<file path="config.mk">
export PLATFORM = sky130hd
export DESIGN_NAME = rambus_dma
export DESIGN_NICKNAME = d
export VERILOG_FILES = /design/src/rtl/rambus_dma.sv
export SDC_FILE = /design/constraint.sdc
export NUM_CORES = 1
export LEC_CHECK = 0
export ABC_AREA = 1
export CAP_MARGIN = 5
export CORE_MARGIN = 8
export CORE_UTILIZATION = 39
export DETAILED_ROUTE_END_ITERATION = 8
export PLACE_DENSITY = 0.66
export SYNTH_ARGS = -nofsm -noshare
export SYNTH_HDL_FRONTEND = slang
export SYNTH_SLANG_ARGS = --single-unit
</file>
<file path="constraint.sdc">
create_clock -name rambus_wb_clk_i -period 3.8 [get_ports rambus_wb_clk_i]
set_clock_uncertainty 0.05 [all_clocks]
set_input_delay 0.76 -clock rambus_wb_clk_i [delete_from_list [all_inputs] [get_ports rambus_wb_clk_i]]
set_output_delay 0.76 -clock rambus_wb_clk_i [all_outputs]
set_load 0.1 [all_outputs]
</file>
<file path="src/rtl/rambus_dma.sv">
// Wishbone classic DMA initiator for the 32-bit RAM target: runs one
// word-granular FILL, COPY or SUM command at a time, with an ack timeout.
module rambus_dma #(
  parameter int unsigned TIMEOUT = 255
) (
  input  logic        rambus_wb_clk_i,
  input  logic        rambus_wb_rst_ni,
  input  logic        cmd_start_i,
  input  logic [1:0]  cmd_mode_i,
  input  logic [8:0]  cmd_src_i,
  input  logic [8:0]  cmd_dst_i,
  input  logic [7:0]  cmd_len_i,
  input  logic [31:0] cmd_fill_i,
  output logic        busy_o,
  output logic        done_o,
  output logic        err_o,
  output logic [31:0] result_o,
  output logic        rambus_wb_cyc_o,
  output logic        rambus_wb_stb_o,
  output logic        rambus_wb_we_o,
  output logic [3:0]  rambus_wb_sel_o,
  output logic [8:0]  rambus_wb_addr_o,
  output logic [31:0] rambus_wb_dat_o,
  input  logic        rambus_wb_ack_i,
  input  logic [31:0] rambus_wb_dat_i
);

  typedef enum logic [1:0] {StIdle, StReq, StGap, StDone} state_e;

  localparam logic [1:0] ModeFill = 2'b00;
  localparam logic [1:0] ModeCopy = 2'b01;
  localparam logic [1:0] ModeRsvd = 2'b11;
  // Abort on the edge where the no-ack count would reach TIMEOUT.
  localparam logic [7:0] TmoLast  = 8'(TIMEOUT - 1);

  state_e      state_q, state_d;
  logic [1:0]  mode_q, mode_d;
  logic [8:0]  src_q, src_d;
  logic [8:0]  dst_q, dst_d;
  logic [7:0]  len_q, len_d;
  logic [31:0] fill_q, fill_d;
  logic [7:0]  idx_q, idx_d;
  logic        wr_phase_q, wr_phase_d;  // COPY: 0 = read half, 1 = write half
  logic [31:0] data_q, data_d;
  logic [31:0] result_q, result_d;
  logic        err_q, err_d;
  logic [7:0]  tmo_q, tmo_d;

  logic        access_we;
  logic [8:0]  access_addr;
  logic [8:0]  word_off;
  logic        in_req;
  logic        unused_addr_lsbs;

  // Low address bits are forced to zero on accept, so the inputs' [1:0] are dropped.
  assign unused_addr_lsbs = ^{cmd_src_i[1:0], cmd_dst_i[1:0]};

  // Current access decode: direction and word address (wraps modulo 512).
  always_comb begin
    access_we   = (mode_q == ModeFill) || ((mode_q == ModeCopy) && wr_phase_q);
    word_off    = {idx_q[6:0], 2'b00};
    access_addr = (access_we ? dst_q : src_q) + word_off;
  end

  // Next-state logic for the command sequencer.
  always_comb begin
    state_d    = state_q;
    mode_d     = mode_q;
    src_d      = src_q;
    dst_d      = dst_q;
    len_d      = len_q;
    fill_d     = fill_q;
    idx_d      = idx_q;
    wr_phase_d = wr_phase_q;
    data_d     = data_q;
    result_d   = result_q;
    err_d      = err_q;
    tmo_d      = tmo_q;

    unique case (state_q)
      StIdle: begin
        if (cmd_start_i) begin
          mode_d     = cmd_mode_i;
          src_d      = {cmd_src_i[8:2], 2'b00};
          dst_d      = {cmd_dst_i[8:2], 2'b00};
          len_d      = cmd_len_i;
          fill_d     = cmd_fill_i;
          idx_d      = 8'd0;
          wr_phase_d = 1'b0;
          result_d   = 32'd0;
          err_d      = (cmd_mode_i == ModeRsvd);
          tmo_d      = 8'd0;
          if ((cmd_len_i == 8'd0) || (cmd_mode_i == ModeRsvd)) begin
            state_d = StDone;
          end else begin
            state_d = StReq;
          end
        end
      end
      StReq: begin
        if (rambus_wb_ack_i) begin
          if (!access_we) begin
            data_d   = rambus_wb_dat_i;
            result_d = result_q + rambus_wb_dat_i;
          end
          // A COPY read is followed by its write at the same index.
          if ((mode_q == ModeCopy) && !wr_phase_q) begin
            wr_phase_d = 1'b1;
          end else begin
            wr_phase_d = 1'b0;
            idx_d      = idx_q + 8'd1;
          end
          state_d = StGap;
        end else if (tmo_q == TmoLast) begin
          err_d   = 1'b1;
          state_d = StDone;
        end else begin
          tmo_d = tmo_q + 8'd1;
        end
      end
      StGap: begin
        // The target's trailing ack lands here and is deliberately ignored.
        tmo_d   = 8'd0;
        state_d = (idx_q == len_q) ? StDone : StReq;
      end
      StDone: begin
        state_d = StIdle;
      end
      default: begin
        state_d = StIdle;
      end
    endcase
  end

  // State and datapath registers.
  always_ff @(posedge rambus_wb_clk_i or negedge rambus_wb_rst_ni) begin
    if (!rambus_wb_rst_ni) begin
      state_q    <= StIdle;
      mode_q     <= 2'b00;
      src_q      <= 9'd0;
      dst_q      <= 9'd0;
      len_q      <= 8'd0;
      fill_q     <= 32'd0;
      idx_q      <= 8'd0;
      wr_phase_q <= 1'b0;
      data_q     <= 32'd0;
      result_q   <= 32'd0;
      err_q      <= 1'b0;
      tmo_q      <= 8'd0;
    end else begin
      state_q    <= state_d;
      mode_q     <= mode_d;
      src_q      <= src_d;
      dst_q      <= dst_d;
      len_q      <= len_d;
      fill_q     <= fill_d;
      idx_q      <= idx_d;
      wr_phase_q <= wr_phase_d;
      data_q     <= data_d;
      result_q   <= result_d;
      err_q      <= err_d;
      tmo_q      <= tmo_d;
    end
  end

  // Outputs decode from registers only; bus fields are zero outside REQ.
  always_comb begin
    in_req           = (state_q == StReq);
    rambus_wb_cyc_o  = in_req;
    rambus_wb_stb_o  = in_req;
    rambus_wb_sel_o  = in_req ? 4'hF : 4'h0;
    rambus_wb_we_o   = in_req && access_we;
    rambus_wb_addr_o = in_req ? access_addr : 9'd0;
    rambus_wb_dat_o  = 32'd0;
    if (in_req && access_we) begin
      rambus_wb_dat_o = (mode_q == ModeFill) ? fill_q : data_q;
    end
    busy_o   = in_req || (state_q == StGap);
    done_o   = (state_q == StDone);
    err_o    = err_q;
    result_o = result_q;
  end

endmodule

</file>
==> flow_summary.ini, run 1 <==
[global_routing]
grt_antenna_before_repair = 1
grt.overflow.total = 0
largest_net_degree_at_the_start_of_global_routing = 61
first_global_vias = 8291
global_route.usage.total_pct = 19.28
grt_first_pass_wirelength_um = 43400

[cells_and_area]
final.fill_count = 2105
layout_area_growth_over_synthesis_pct = 36.53
design.final.nets = 1494
final_cells = 1651
layout-drive-gt1-share_pct = 17.80

[critical_path]
r2r_cells = 11
crit_path_end_kind = output pin
crit_path_cell_trace = nand2_2 > nand2_4 > buf_6 > nand2_2 > nand2_2 > ha_4 > fa_2 > nand2_1 > inv_1 > o21ai_1 > nand2_1 > nand2_2 > nand2_1 > nand2_1 > nand2_2 > and2_1 > nor2_2 > buf_12
cp_max_fo = 6
cp_num_cells = 18
crit_arrival_ps = 2850
critical_path.most_common_cell = sky130_fd_sc_hd__nand2_2
worstPathRequired_ps = 2990
timing.critical_path.max_delay_family = simple AND/OR/NAND/NOR gates
critical_path.max_stage_delay_ps = 420
slowest_cell_on_the_critical_path = sky130_fd_sc_hd__dfrtp_1
critical_path_type = flip-flop to output pin
crit_path_start_kind = flip-flop
crit_buf_inv = 3
r2r_setup_slack_ps = 1260

[clock_tree]
numCtsBuffers = 17
worst_setup_hold_path_clk_slew_ps = 60
cts_hold_buffers = 0
cts_buffer_depth = 2
cts.sink_count = 140
cts-htree-levels = 4
ctsRootBufferMaster = sky130_fd_sc_hd__clkbuf_16
tritoncts = yes
worstSkewPairLatency_ps = 420

[drt]
avgViaCountPerCell = 4.867
first_pass_iters = 7
routed_wire_length_um = 26820
drt_first_iter_violations = 482
drt-wirelength-per-cell_um = 16.25
antenna_violating_nets_post_route = 0
detail_route.drc_violations = 0
num_vias = 8035

[power_and_ir_drop]
leakage_power_total_uw = 0.006017
vdd_ir_drop_max_v = 0.0005832
power-per-cell-area_mw_per_mm2 = 988.6

[logic_synthesis]
synth.avg_cell_area_sq_um = 7.565
asyncSetResetFlopFracSynth_pct = 100.0
synth_top_area_share_pct = 39.28
synthMostInstantiatedCell = sky130_fd_sc_hd__nand2_1
yosys_register_bits = 140
synth_seq_area_share_pct = 39.28
number_of_enable_flip_flop_cells_after_synthesis = 0
yosys.area.top_type = sky130_fd_sc_hd__dfrtp_1
synthesized_instance_count = 1179
ys.flop_type = sky130_fd_sc_hd__dfrtp_1
yosys_warnings = 0
syn_area_sq_mm = 0.008919
ys_types = 41
synth.top_cells.by_count = sky130_fd_sc_hd__nand2_1 (421), sky130_fd_sc_hd__inv_1 (160), sky130_fd_sc_hd__dfrtp_1 (140), sky130_fd_sc_hd__a21oi_1 (75), sky130_fd_sc_hd__mux2_2 (75)
netlist_top_cells_area = sky130_fd_sc_hd__dfrtp_1 (39%), sky130_fd_sc_hd__nand2_1 (18%), sky130_fd_sc_hd__mux2_2 (9.5%)

[floorplan]
design.portCount = 179
core-area_sq_mm = 0.02257
starting_utilization_of_the_core_area_pct = 39.51
placement_rows = 55
die_area_sq_mm = 0.02796
die_width_um = 167.2
die_h_um = 167.2

[place]
detailedPlace.worstSlack_ps = 333.5
post-place-cells = 1612
place.detailed.hpwl_um = 20600
port_buffers = 172
gp_routability_congestion = 0.9193

[sta]
period_needed_ps = 3658
tightestPinTransition_ps = 1086
timing.final.setup_violations = 0
hold_violations = 0
fmaxAchievable_mhz = 273.4
timing.setup.tns_ps = 0
final.period_utilization_pct = 96.25
relSlewSlack_pct = 27.51
fin_ws_ps = 142.3
timing_max_transition_violations_final = 0

[min_path]
holdCritPathClass = input pin to async pin

[status]
run_status = complete, no violations

[flow_run]
maxCapViolCount = 0
## layout by cell type, fill, tap and decap left out, types with 10 or more instances in the layout
cell type                         netlist  routed
sky130_fd_sc_hd__buf_12                 0      28
sky130_fd_sc_hd__nand4_1               10      10
sky130_fd_sc_hd__dfrtp_1              140     140
sky130_fd_sc_hd__mux2_2                75      75
sky130_fd_sc_hd__nor2_1                62      59
sky130_fd_sc_hd__clkbuf_16              0      17
sky130_fd_sc_hd__nand3_1               48      48
sky130_fd_sc_hd__inv_1                160     156
sky130_fd_sc_hd__buf_4                  8      36
sky130_fd_sc_hd__a21oi_4                0      30
sky130_fd_sc_hd__ha_1                  44      42
sky130_fd_sc_hd__clkdlybuf4s50_1        0     121
sky130_fd_sc_hd__nand2_2                4      10
sky130_fd_sc_hd__o21ai_0               33      31
sky130_fd_sc_hd__a21oi_1               75      43
sky130_fd_sc_hd__xor2_1                10      10
sky130_fd_sc_hd__nand2_1              421     414
## report_power, final
part,internal [uW],total [uW],switching (uW)
Combinational,2300,7600,5300
Clock,1080,1760,689
Sequential,2190,2670,482
Total,5570,12000,6470
## worst register-to-register path, stage by stage (launching register included)
cell and delay, ps:
sky130_fd_sc_hd__dfrtp_1 420, sky130_fd_sc_hd__inv_1 130, sky130_fd_sc_hd__ha_4 140, sky130_fd_sc_hd__buf_4 290, sky130_fd_sc_hd__nand2_2 110, sky130_fd_sc_hd__nand2_2 100, sky130_fd_sc_hd__nor2_4 50, sky130_fd_sc_hd__inv_2 80
sky130_fd_sc_hd__nor2_4 50, sky130_fd_sc_hd__inv_1 780, sky130_fd_sc_hd__nand2_1 120, sky130_fd_sc_hd__o21ai_0 130
## final timing paths
kind                                      from                   to
setup / recovery                     mode_q[0]  rambus_wb_addr_o[8]
hold / removal                rambus_wb_rst_ni             src_q[8]
setup reg to reg                    state_q[1]         result_o[13]
hold reg to reg                      data_q[1]            data_q[1]
max in group asynchronous     rambus_wb_rst_ni           data_q[14]
min in group rambus_wb_clk_i         data_q[1]            data_q[1]
## state kept, by name, indices dropped and copies added, names as in the netlist, 2 cells and up
register and count:
data_q 32, fill_q 32, result_o 32, idx_q 8, len_q 8, tmo_q 8
dst_q 7, src_q 7, mode_q 2, state_q 2
## timing repair
action	CTS	global route
pin swaps	1	7
setup buffers	0	6
gates cloned	0	0
endpoints found under the setup margin	1	2
resized for setup	4	12
## cell families (layout without fill, tap and decap cells)
logic type | Yosys count | count (layout) | share of synthesized area [%]
fa+ha+maj | 46 | 46 | 6.622
other cells | 1 | 3 | 0.04205
compound gates | 133 | 133 | 7.969
mux | 77 | 77 | 9.722
simple gates | 568 | 568 | 25.80
xor+xnor | 14 | 14 | 1.375
flops | 140 | 140 | 39.28
buf+inv | 200 | 385 | 9.189
## final cells by class
type / instances / area (sq um) / share of cell area, %
Tap cell: 285 / 356.6 / 2.928
Clock buffer: 20 / 456.7 / 3.751
Clock inverter: 12 / 160.2 / 1.315
Antenna cell: 1 / 2.502 / 0.02055
Timing Repair Buffer: 187 / 2064 / 16.95
Sequential cell: 140 / 3503 / 28.77
Multi-Input combinational cell: 840 / 5007 / 41.12
Inverter: 166 / 625.6 / 5.138
## layer usage
metal	part of all wire [%]	GRT usage, %	wire length [um]	up-vias
li1	-	-	-	4080
met1	44	23.67	11820	3748
met2	50	33.99	13380	171
met3	3.4	3.245	913	36
met4	2.6	6.134	710	0
met5	0	0	0	-
## per-stage QoR
step	hold WS, ps	power, uW	cell area (sq um)	utilization, %
detailed placement	431.5	10220	11470	50.83
global route	301.5	12830	12180	53.95
finish	274.6	12040	12180	53.95
global placement	417.5	10120	11470	50.83
floorplan	403.0	8335	9294	-
CTS	283.0	12060	12100	53.60
(Power assumes the default switching activity.)
==> inputs of run 2 (changes only) <==
==> constraint.sdc (replaced) <==
create_clock -name rambus_wb_clk_i -period 3.8 [get_ports rambus_wb_clk_i]
set_clock_uncertainty 0.05 [all_clocks]
set_input_delay 0.76 -clock rambus_wb_clk_i [delete_from_list [all_inputs] [get_ports rambus_wb_clk_i]]
set_output_delay 0.76 -clock rambus_wb_clk_i [all_outputs]
set_load 0.05 [all_outputs]
==> flow_summary.ini, run 2 (same netlist as run 1, synthesis figures left out) <==
[power_and_ir_drop]
clock_power_share_pct = 17.5
tot_pwr_uw = 10560
swShare_pct = 46.99
vdd_ir_drop_max_v = 0.0005193
power.combinational.fraction_pct = 57.4
power-per-cell-area_mw_per_mm2 = 886.0
p_sw_uw = 4962
p_seq_share_pct = 25.1
leakage_power_total_uw = 0.006007
internal-power_uw = 5597

[floorplan]
starting_utilization_of_the_core_area_pct = 39.51
placement_rows = 55
design.portCount = 179
die_width_um = 167.2
die_h_um = 167.2
die_area_sq_mm = 0.02796
core-area_sq_mm = 0.02257

[critical_path]
crit_arrival_ps = 2790
r2r_cells = 12
cp_num_cells = 19
critical_path.most_common_cell = sky130_fd_sc_hd__nand2_1
worstPathRequired_ps = 2990
timing.critical_path.max_delay_family = simple AND/OR/NAND/NOR gates
crit_buf_inv = 4
critical_path_type = flip-flop to output pin
cp_max_fo = 6
crit_path_cell_trace = inv_2 > nand2_1 > nand2_4 > inv_2 > nand2_1 > nand2_1 > ha_1 > fa_2 > nand2_1 > inv_1 > o21ai_1 > nand2_1 > nand2_1 > nand2_1 > nand2_1 > nand2_1 > o21ai_0 > nor2_2 > buf_12
crit_path_end_kind = output pin
critical_path.max_stage_delay_ps = 370
crit_path_start_kind = flip-flop
slowest_cell_on_the_critical_path = sky130_fd_sc_hd__dfrtp_1

[status]
run_status = complete, no violations

[cells_and_area]
final_cell_area_sq_mm = 0.01192
multi_input_logic_area_sq_mm = 0.004617
regArea_sq_mm = 0.003503
final_cells = 1649
antenna-diode-count = 0
most_common_library_cell_in_the_layout_ignoring_fill_and_taps = sky130_fd_sc_hd__nand2_1
layout_area_growth_over_synthesis_pct = 33.63
layout-drive-gt1-share_pct = 13.86
final.fill_count = 2091
post-route-util_pct = 52.80
design.final.nets = 1493
commonest_non_fill_non_tap_cells_in_the_layout = sky130_fd_sc_hd__nand2_1 (419), sky130_fd_sc_hd__inv_1 (158), sky130_fd_sc_hd__dfrtp_1 (140)

[place]
gp_routability_congestion = 0.9664
port_buffers = 172
place.detailed.hpwl_um = 20030
placed_area_sq_mm = 0.01125
post-place-cells = 1616

[drt]
antenna_violating_nets_post_route = 0
drt-wirelength-per-cell_um = 15.57
first_pass_iters = 5
detail_route.drc_violations = 0
avgViaCountPerCell = 4.874
drt_first_iter_violations = 452
routed_wire_length_um = 25670
num_vias = 8038

[sta]
period_needed_ps = 3599
tightestPinTransition_ps = 886.0
final.period_utilization_pct = 94.71
timing.final.setup_violations = 0
fmaxAchievable_mhz = 277.9
hold_violations = 0
timing_max_transition_violations_final = 0
relSlewSlack_pct = 40.87

[clock_tree]
cts_buffer_depth = 2
worstSkewPairLatency_ps = 420
cts_hold_buffers = 0
worst_setup_hold_path_clk_slew_ps = 70
tritoncts = yes
cts.sink_count = 140
cts-htree-levels = 4
ctsRootBufferMaster = sky130_fd_sc_hd__clkbuf_16
numCtsBuffers = 17

[global_routing]
global_route.usage.total_pct = 18.65
grt_antenna_before_repair = 0
grt_first_pass_wirelength_um = 42100
grt.overflow.total = 0
largest_net_degree_at_the_start_of_global_routing = 55
first_global_vias = 8100

[flow_run]
maxCapViolCount = 0

[min_path]
holdCritPathClass = input pin to async pin
-- run 2: cell types whose count changed in the layout (fill, tap and decap cells not counted), sizes merged --
cell and delta:
clkbuf -2, clkdlybuf4s50 +11, bufinv +2, inv -3, buf -12, clkinvlp -1, clkinv +4, diode -1
-- run 2: metrics by stage --
| stage | hold slack [ps] | TNS, ps | setup slack [ps] |
|---|---|---|---|
| after detailed placement | 432.5 | 0 | 397.0 |
| after global placement | 417.9 | 0 | 454.1 |
| after CTS | 234.6 | 0 | 18.40 |
| after global routing | 245.3 | -30.59 | -30.59 |
| after floorplan | 403.0 | -2594 | -86.45 |
| final | 204.2 | 0 | 201.0 |
-- run 2: final timing paths --
check | from | end | slack (ps)
worst min register to register | len_q[5] | len_q[5] | 440
min in group rambus_wb_clk_i | len_q[5] | len_q[5] | 440
max in group asynchronous | rambus_wb_rst_ni | src_q[2] | 2520
worst max-delay path | wr_phase_q | rambus_wb_addr_o[8] | 200
worst max register to register | state_q[1] | result_o[4] | 1090
worst min-delay path | rambus_wb_rst_ni | data_q[27] | 200
-- run 2: area by class of cell --
cell class / instances / area share (%)
clock buffers: 18 / 3.601
clock inverters: 14 / 1.827
inverters: 166 / 5.249
multi-input cells: 840 / 38.74
flip-flops and latches: 140 / 29.40
well taps: 285 / 2.992
repair buffers: 186 / 18.19
-- run 2: power groups by stage --
stage,clock network [uW],logic [uW],registers (uW)
2_1_floorplan,0,3670,3150
3_3_place_gp,0,5970,2640
3_5_place_dp,0,6040,2670
4_1_cts,1880,6080,2650
5_1_grt,1950,6670,2750
6_report,1850,6060,2650
-- run 2: repair_timing --
action,in CTS,in global routing
setup buffers,0,1
endpoints found under the setup margin,1,2
resized for setup,1,6
cloned,0,0
pin swaps,0,2
-- run 2: layer usage --
layer / vias up / part of all wire [%] / global-route usage (%)
li1: 4080 / - / -
met1: 3723 / 46 / 23.73
met2: 201 / 48 / 31.81
met3: 34 / 4.6 / 3.997
met4: 0 / 1.5 / 4.581
met5: - / 0 / 0
-- run 2: worst reg2reg max path, cell delays in order, from the launching register on --
cell and delay (ps):
sky130_fd_sc_hd__dfrtp_1 430, sky130_fd_sc_hd__inv_1 110, sky130_fd_sc_hd__ha_1 210, sky130_fd_sc_hd__buf_4 320
sky130_fd_sc_hd__nand2_2 110, sky130_fd_sc_hd__nand2_2 90, sky130_fd_sc_hd__nor2_4 50, sky130_fd_sc_hd__inv_2 100
sky130_fd_sc_hd__nor2_4 50, sky130_fd_sc_hd__inv_1 650, sky130_fd_sc_hd__buf_4 320, sky130_fd_sc_hd__nand2_1 60
sky130_fd_sc_hd__o21ai_0 80
